==> src/rtl/snake_game_ctrl_if.sv <==
// rtl/snake_game_ctrl_if.sv - signal bundle between the snake sequencer and its datapath
interface snake_game_ctrl_if;
  logic       start;
  logic       tick;
  logic [7:0] head_pos;
  logic [7:0] food_pos;
  logic       food_req;
  logic       food_ack;
  logic [7:0] occ_addr;
  logic       occ_we;
  logic       occ_wd;
  logic       occ_rd;
  logic       fifo_wrreq;
  logic [7:0] fifo_data;
  logic       fifo_rdreq;
  logic [7:0] fifo_q;
  logic       fifo_sclr;
  logic       lock;
  logic       game_over;
  logic       win;
  logic [7:0] score;
  logic [7:0] length;

  modport master (
    input  start, tick, head_pos, food_pos, food_ack, occ_rd, fifo_q,
    output food_req, occ_addr, occ_we, occ_wd, fifo_wrreq, fifo_data,
           fifo_rdreq, fifo_sclr, lock, game_over, win, score, length
  );

  modport slave (
    output start, tick, head_pos, food_pos, food_ack, occ_rd, fifo_q,
    input  food_req, occ_addr, occ_we, occ_wd, fifo_wrreq, fifo_data,
           fifo_rdreq, fifo_sclr, lock, game_over, win, score, length
  );
endinterface

==> src/rtl/snake_game_ctrl.sv <==
// rtl/snake_game_ctrl.sv - per-tick snake game sequencer (occupancy map, body FIFO, food, score)
module snake_game_ctrl #(
  parameter int         INIT_LEN  = 3,
  parameter int         MAX_LEN   = 128,
  parameter logic [7:0] START_POS = 8'h74
) (
  input logic               clk,
  input logic               reset,
  snake_game_ctrl_if.master bus
);

  typedef enum logic [3:0] {
    IDLE, CLEAR, SEED, WAIT, READ, CHECK, POP, PUSH, FOOD, OVER
  } state_t;

  state_t     state;
  logic       start_q;
  logic [7:0] h;
  logic       grow;
  logic [3:0] cnt;

  // Seed segment i; the last one lands on START_POS, earlier ones trail toward lower x.
  function automatic logic [7:0] seed_pos(input logic [3:0] i);
    logic [3:0] off;
    off = 4'(INIT_LEN - 1) - i;
    return {START_POS[7:4] - off, START_POS[3:0]};
  endfunction

  logic start_edge, h_food, hit;
  assign start_edge = bus.start & ~start_q;
  assign h_food     = (h == bus.food_pos);
  assign hit        = bus.occ_rd & ~((h == bus.fifo_q) & ~h_food);

  always_ff @(posedge clk or negedge reset) begin
    if (!reset) begin
      state          <= IDLE;
      start_q        <= 1'b0;
      h              <= 8'h00;
      grow           <= 1'b0;
      cnt            <= 4'd0;
      bus.food_req   <= 1'b0;
      bus.occ_addr   <= 8'h00;
      bus.occ_we     <= 1'b0;
      bus.occ_wd     <= 1'b0;
      bus.fifo_wrreq <= 1'b0;
      bus.fifo_data  <= 8'h00;
      bus.fifo_rdreq <= 1'b0;
      bus.fifo_sclr  <= 1'b0;
      bus.lock       <= 1'b1;
      bus.game_over  <= 1'b0;
      bus.win        <= 1'b0;
      bus.score      <= 8'h00;
      bus.length     <= 8'h00;
    end else begin
      start_q        <= bus.start;
      bus.food_req   <= 1'b0;
      bus.occ_we     <= 1'b0;
      bus.occ_wd     <= 1'b0;
      bus.fifo_wrreq <= 1'b0;
      bus.fifo_rdreq <= 1'b0;
      bus.fifo_sclr  <= 1'b0;
      case (state)
        IDLE, OVER: begin
          if (start_edge) begin
            state         <= CLEAR;
            bus.fifo_sclr <= 1'b1;
            bus.occ_addr  <= 8'h00;
            bus.occ_we    <= 1'b1;
            bus.score     <= 8'h00;
            bus.length    <= 8'h00;
            bus.game_over <= 1'b0;
            bus.win       <= 1'b0;
          end
        end
        CLEAR: begin
          if (bus.occ_addr == 8'hff) begin
            state          <= SEED;
            bus.occ_addr   <= seed_pos(4'd0);
            bus.fifo_data  <= seed_pos(4'd0);
            bus.occ_we     <= 1'b1;
            bus.occ_wd     <= 1'b1;
            bus.fifo_wrreq <= 1'b1;
            bus.length     <= bus.length + 8'd1;
            cnt            <= 4'd1;
          end else begin
            bus.occ_addr <= bus.occ_addr + 8'd1;
            bus.occ_we   <= 1'b1;
          end
        end
        SEED: begin
          if (cnt == 4'(INIT_LEN)) begin
            state    <= WAIT;
            bus.lock <= 1'b0;
          end else begin
            bus.occ_addr   <= seed_pos(cnt);
            bus.fifo_data  <= seed_pos(cnt);
            bus.occ_we     <= 1'b1;
            bus.occ_wd     <= 1'b1;
            bus.fifo_wrreq <= 1'b1;
            bus.length     <= bus.length + 8'd1;
            cnt            <= cnt + 4'd1;
          end
        end
        WAIT: begin
          if (bus.tick) begin
            state        <= READ;
            h            <= bus.head_pos;
            bus.occ_addr <= bus.head_pos;
            bus.lock     <= 1'b1;
          end
        end
        READ: state <= CHECK;
        CHECK: begin
          grow <= h_food;
          if (hit) begin
            state         <= OVER;
            bus.game_over <= 1'b1;
          end else if (h_food) begin
            state          <= PUSH;
            bus.fifo_wrreq <= 1'b1;
            bus.fifo_data  <= h;
            bus.occ_addr   <= h;
            bus.occ_we     <= 1'b1;
            bus.occ_wd     <= 1'b1;
            bus.length     <= bus.length + 8'd1;
            if (bus.score != 8'hff) bus.score <= bus.score + 8'd1;
          end else begin
            state          <= POP;
            bus.fifo_rdreq <= 1'b1;
            bus.occ_addr   <= bus.fifo_q;
            bus.occ_we     <= 1'b1;
            bus.length     <= bus.length - 8'd1;
          end
        end
        POP: begin
          state          <= PUSH;
          bus.fifo_wrreq <= 1'b1;
          bus.fifo_data  <= h;
          bus.occ_addr   <= h;
          bus.occ_we     <= 1'b1;
          bus.occ_wd     <= 1'b1;
          bus.length     <= bus.length + 8'd1;
        end
        PUSH: begin
          // length already reflects this push, so the win test reads it directly.
          if (grow && bus.length == 8'(MAX_LEN)) begin
            state   <= OVER;
            bus.win <= 1'b1;
          end else if (grow) begin
            state        <= FOOD;
            bus.food_req <= 1'b1;
          end else begin
            state    <= WAIT;
            bus.lock <= 1'b0;
          end
        end
        FOOD: begin
          if (bus.food_ack) begin
            state    <= WAIT;
            bus.lock <= 1'b0;
          end
        end
        default: state <= IDLE;
      endcase
    end
  end

endmodule

==> src/flat_wrapper.sv <==
// flat-port wrapper written by rule: the top's interface ports become plain ports
module snake_game_ctrl_flat 
#(
  parameter int         INIT_LEN  = 3,
  parameter int         MAX_LEN   = 128,
  parameter logic [7:0] START_POS = 8'h74
)
  (clk, reset, bus_start, bus_tick, bus_head_pos, bus_food_pos, bus_food_ack, bus_occ_rd, bus_fifo_q, bus_food_req, bus_occ_addr, bus_occ_we, bus_occ_wd, bus_fifo_wrreq, bus_fifo_data, bus_fifo_rdreq, bus_fifo_sclr, bus_lock, bus_game_over, bus_win, bus_score, bus_length);
  snake_game_ctrl_if bus_i ();
  input logic clk;
  input logic reset;
  input wire logic [$bits(bus_i.start)-1:0] bus_start;
  input wire logic [$bits(bus_i.tick)-1:0] bus_tick;
  input wire logic [$bits(bus_i.head_pos)-1:0] bus_head_pos;
  input wire logic [$bits(bus_i.food_pos)-1:0] bus_food_pos;
  input wire logic [$bits(bus_i.food_ack)-1:0] bus_food_ack;
  input wire logic [$bits(bus_i.occ_rd)-1:0] bus_occ_rd;
  input wire logic [$bits(bus_i.fifo_q)-1:0] bus_fifo_q;
  output wire logic [$bits(bus_i.food_req)-1:0] bus_food_req;
  output wire logic [$bits(bus_i.occ_addr)-1:0] bus_occ_addr;
  output wire logic [$bits(bus_i.occ_we)-1:0] bus_occ_we;
  output wire logic [$bits(bus_i.occ_wd)-1:0] bus_occ_wd;
  output wire logic [$bits(bus_i.fifo_wrreq)-1:0] bus_fifo_wrreq;
  output wire logic [$bits(bus_i.fifo_data)-1:0] bus_fifo_data;
  output wire logic [$bits(bus_i.fifo_rdreq)-1:0] bus_fifo_rdreq;
  output wire logic [$bits(bus_i.fifo_sclr)-1:0] bus_fifo_sclr;
  output wire logic [$bits(bus_i.lock)-1:0] bus_lock;
  output wire logic [$bits(bus_i.game_over)-1:0] bus_game_over;
  output wire logic [$bits(bus_i.win)-1:0] bus_win;
  output wire logic [$bits(bus_i.score)-1:0] bus_score;
  output wire logic [$bits(bus_i.length)-1:0] bus_length;
  assign bus_i.start = bus_start;
  assign bus_i.tick = bus_tick;
  assign bus_i.head_pos = bus_head_pos;
  assign bus_i.food_pos = bus_food_pos;
  assign bus_i.food_ack = bus_food_ack;
  assign bus_i.occ_rd = bus_occ_rd;
  assign bus_i.fifo_q = bus_fifo_q;
  assign bus_food_req = bus_i.food_req;
  assign bus_occ_addr = bus_i.occ_addr;
  assign bus_occ_we = bus_i.occ_we;
  assign bus_occ_wd = bus_i.occ_wd;
  assign bus_fifo_wrreq = bus_i.fifo_wrreq;
  assign bus_fifo_data = bus_i.fifo_data;
  assign bus_fifo_rdreq = bus_i.fifo_rdreq;
  assign bus_fifo_sclr = bus_i.fifo_sclr;
  assign bus_lock = bus_i.lock;
  assign bus_game_over = bus_i.game_over;
  assign bus_win = bus_i.win;
  assign bus_score = bus_i.score;
  assign bus_length = bus_i.length;
  snake_game_ctrl #(.INIT_LEN(INIT_LEN), .MAX_LEN(MAX_LEN), .START_POS(START_POS)) u_core (.clk(clk), .reset(reset), .bus(bus_i));
endmodule
==> config.mk <==
export PLATFORM = sky130hd
export DESIGN_NAME = snake_game_ctrl_flat
export DESIGN_NICKNAME = d
export VERILOG_FILES = /design/src/rtl/snake_game_ctrl_if.sv /design/src/rtl/snake_game_ctrl.sv /design/src/flat_wrapper.sv
export SDC_FILE = /design/constraint.sdc
export NUM_CORES = 1
export LEC_CHECK = 0
export CORE_AREA = 2 2 109 79
export CTS_CLUSTER_DIAMETER = 80
export CTS_CLUSTER_SIZE = 40
export DETAILED_ROUTE_END_ITERATION = 6
export DIE_AREA = 0 0 111 81
export GPL_TIMING_DRIVEN = 0
export MAX_ROUTING_LAYER = met4
export PLACE_DENSITY = 0.75
export SYNTH_ARGS = -nofsm -noshare
export SYNTH_HDL_FRONTEND = slang
export SYNTH_SLANG_ARGS = --single-unit
==> constraint.sdc <==
create_clock -name clk -period 2.1 [get_ports clk]
set_clock_uncertainty 0.05 [all_clocks]
set_input_delay 0.63 -clock clk [delete_from_list [all_inputs] [get_ports clk]]
set_output_delay 0.63 -clock clk [all_outputs]
set_load 0.03 [all_outputs]
==> results.toml <==
[placement]
dpl.hpwl_um = 8480
io_buffers = 70
place.gp.congestion = 0.930

[yosys]
yosysWarnings = 0
synth_nets = 453
synth_edf_count = 0
ys_seq_area_share_pct = 38.9
synth-simple-area-share_pct = 21.6
synth_xor_area_share_pct = 5.87
syn_inst = 417
synth.distinct_cells = 65
async_reset_ff_share_pct = 100
synth_mux_area_share_pct = 6.87
ys_ff_latch = 58
syn_area_mm2 = 0.00373
synth_compound_area_share_pct = 20.6
syn_avg_cell_area_um2 = 8.95
synthFlopType = "dfrtp_1"
synth_top_family_by_area = "simple AND/OR/NAND/NOR gates"
synth-adder-area-share_pct = 2.01

[final_layout]
fillers = 585
most-common-layout-cells = "nand2_1 (46), dfrtp_1 (44), buf_4 (41)"
layout.nets = 586
drive_above_1_share_pct = 36.6
diodes = 0
syn_to_final_growth_pct = 56.0
mostFrequentLayoutCell = "nand2_1"

[route]
drc = 0
via_count = 4091
vias_per_cell = 6.20
dr.pass1.iters = 5
totalWireLength_um = 13400
ant_nets = 0
wl_per_cell_um = 20.3
drtIter0Drc = 365

[timing]
min_period_over_period_pct = 112
setup_ws_ns = -0.255
rsz0062_at_grt = "true"
finalMaxSlewViolations = 0
hold_viol_final = 0
min_period_ns = 2.36
finalSetupTns_ns = -3.52
setup_viol = 27
tightestPinTransition_ns = 0.651
slew_headroom_pct = 56.6
clock.fmax_ghz = 0.425

[floorplan]
boundaryPins = 71
initial_core_util_pct = 46.1
rows = 28
fp.dieW_um = 111
core_region_area_mm2 = 0.00809
die_y_um = 81
die-area_mm2 = 0.00899

[critical_path]
startpoint_type = "primary input"
reg2reg_to = "u_core.bus.length[6]$_DFFE_PN0P_"
r2r_start = "u_core.state[1]$_DFFE_PN0P_"
critPathKind = "primary input to register"
cp_cell_sequence = "dlygate4sd2_1, xnor2_2, nand4_1, buf_4, o31ai_4, nand2_2, buf_6, or4_4, a21oi_2"
worst_ep_required_time_ns = 2.31
slowest_delay_ns = 0.47
cp_max_fo = 3
arrival_ns = 2.56
reg2regPathDepth = 8
rrSetupSlack_ns = -0.22
crit_path_end_kind = "register"
critPathSlowestCell = "or4_4"

[clock_network]
root_buffer = "clkbuf_16"
cts_tree = "done"
cts_inserted_buffers = 9
clk_latency_ns = 0.33
htree_levels = 3
cts.sinks = 58
clk_pin_slew_ns = 0.06
cts_buffer_depth = 2

[global_route]
grtUsageTotal_pct = 29.4
grt_max_degree = 35
grt_pass1_wl_um = 20000
overflow = 0
grt_pass1_vias = 3862
antenna_found_initial = 0

[power_and_ir_drop]
ir_drop_mv = 0.742
leakage_nw = 2.66
total_power_mw = 8.86
power.density_mw_per_mm2 = 1520

[run_status]
outcome = "finished with violations"
violations = "setup timing"

[run]
drv_cap = 0

[worst_hold_path]
hp-class = "primary input to asynchronous set/reset pin"
[metal layers]
layer / wire, um / part of all wire [%] / vias up / global-route usage (%)
met1: 5890 / 44 / 2019 / 39.3
met2: 6150 / 46 / 236 / 45.6
li1: - / - / 1804 / -
met5: 0 / 0 / - / -
met3: 1090 / 8.2 / 32 / 6.72
met4: 238 / 1.8 / 0 / 8.38
[power breakdown]
group	leakage, nW	internal [mW]	total [mW]	switching, mW
Combinational	1.80	2.54	5.52	2.98
Clock	0.123	0.826	1.38	0.553
Sequential	0.738	1.50	1.96	0.463
Total	2.66	4.87	8.86	3.99
[how the worst max path moves through the flow]
| stage | start | endpoint | slack (ns) | cells past startpoint |
|---|---|---|---|---|
| floorplan | bus_fifo_q[2] | u_core.bus.occ_addr[0]$_DFFE_PN0P_ | -0.25 | 7 |
| global placement | reset | u_core.bus.length[2]$_DFFE_PN0P_ | -1.81 | 1 |
| detailed placement | bus_fifo_q[5] | u_core.bus.occ_addr[7]$_DFFE_PN0P_ | -1.18 | 8 |
| CTS | u_core.state[3]$_DFFE_PN0P_ | u_core.bus.score[5]$_DFFE_PN0P_ | -0.17 | 8 |
| global route | u_core.state[1]$_DFFE_PN0P_ | u_core.bus.length[6]$_DFFE_PN0P_ | -0.28 | 8 |
| finish | bus_food_pos[1] | u_core.bus.score[5]$_DFFE_PN0P_ | -0.26 | 9 |
[kinds of logic after synthesis]
family,count (synthesis)
XOR/XNOR,25
AND/OR/NAND/NOR,159
flip-flops,58
AO/OA/AOI/OAI,113
multiplexers,24
buffers and inverters,32
adder cells (fa/ha/maj),6
[area by class of cell]
cell class              count  area (um^2)  share of cell area (%)
plain buffers              18          161                    2.77
clock buffers              10          239                    4.11
clock inverters             6         42.5                   0.731
inverters                  11         41.3                   0.710
multi-input cells         327         2580                    44.3
flip-flops and latches     58         1470                    25.2
well taps                 105          131                    2.26
repair buffers            125         1160                    19.9
[cells in the mapped netlist (4+ instances only)]
master,count,area (um^2)
nand2_1,59,221
dfrtp_1,57,1430
o21ai_0,39,195
nor2_1,23,86.3
a21oi_1,17,85.1
nand3_1,16,80.1
mux2_2,13,146
xnor2_1,13,114
xor2_1,12,105
inv_1,11,41.3
mux2i_1,11,110
clkbuf_1,10,37.5
nor3_1,9,45.0
nand4_1,7,43.8
a221oi_1,6,52.6
ha_1,6,75.1
nor2b_1,6,37.5
o211ai_1,6,45.0
o31ai_1,6,45.0
or4_1,6,45.0
a211oi_1,5,37.5
nand2b_1,5,31.3
or3_1,5,31.3
and2_1,4,25.0
and3_1,4,25.0
buf_2,4,20.0
nor4b_1,4,35.0
o32a_1,4,40.0
[flip-flops by register name, indices dropped and copies added, names as in the netlist]
signal / count
u_core.bus.fifo_data: 8
u_core.bus.fifo_rdreq: 1
u_core.bus.fifo_sclr: 1
u_core.bus.fifo_wrreq: 1
u_core.bus.food_req: 1
u_core.bus.game_over: 1
u_core.bus.length: 8
u_core.bus.lock: 1
u_core.bus.occ_addr: 8
u_core.bus.occ_we: 1
u_core.bus.score: 8
u_core.bus.win: 1
u_core.cnt: 4
u_core.grow: 1
u_core.h: 8
u_core.start_q: 1
u_core.state: 4
[metrics by stage]
stage / util, % / hold WS [ns] / setup WS, ns / area (um^2) / instances
2_1_floorplan: - / 0.284 / -0.250 / 3780 / 417
3_3_place_gp: 57.1 / 0.419 / -1.81 / 4620 / 592
3_5_place_dp: 57.2 / 0.425 / -1.18 / 4630 / 593
4_1_cts: 66.6 / 0.284 / -0.175 / 5390 / 637
5_1_grt: 71.9 / 0.309 / -0.285 / 5820 / 660
6_report: 71.9 / 0.259 / -0.255 / 5820 / 660
[repair_timing]
| action | 4_1_cts | 5_1_grt |
|---|---|---|
| pin swaps | 37 | 36 |
| setup buffers | 29 | 23 |
| hold buffers | 0 | 0 |
| cloned | 1 | 1 |
| resized for setup | 129 | 93 |
| endpoints found under the setup margin | 72 | 44 |
[worst max-delay path, delay by kind of cell]
kind | cells | cell delay [ns]
compound gates | 2 | 0.43
buf+inv | 3 | 0.58
xor+xnor | 1 | 0.18
simple gates | 3 | 0.74
(Power assumes the default switching activity.)
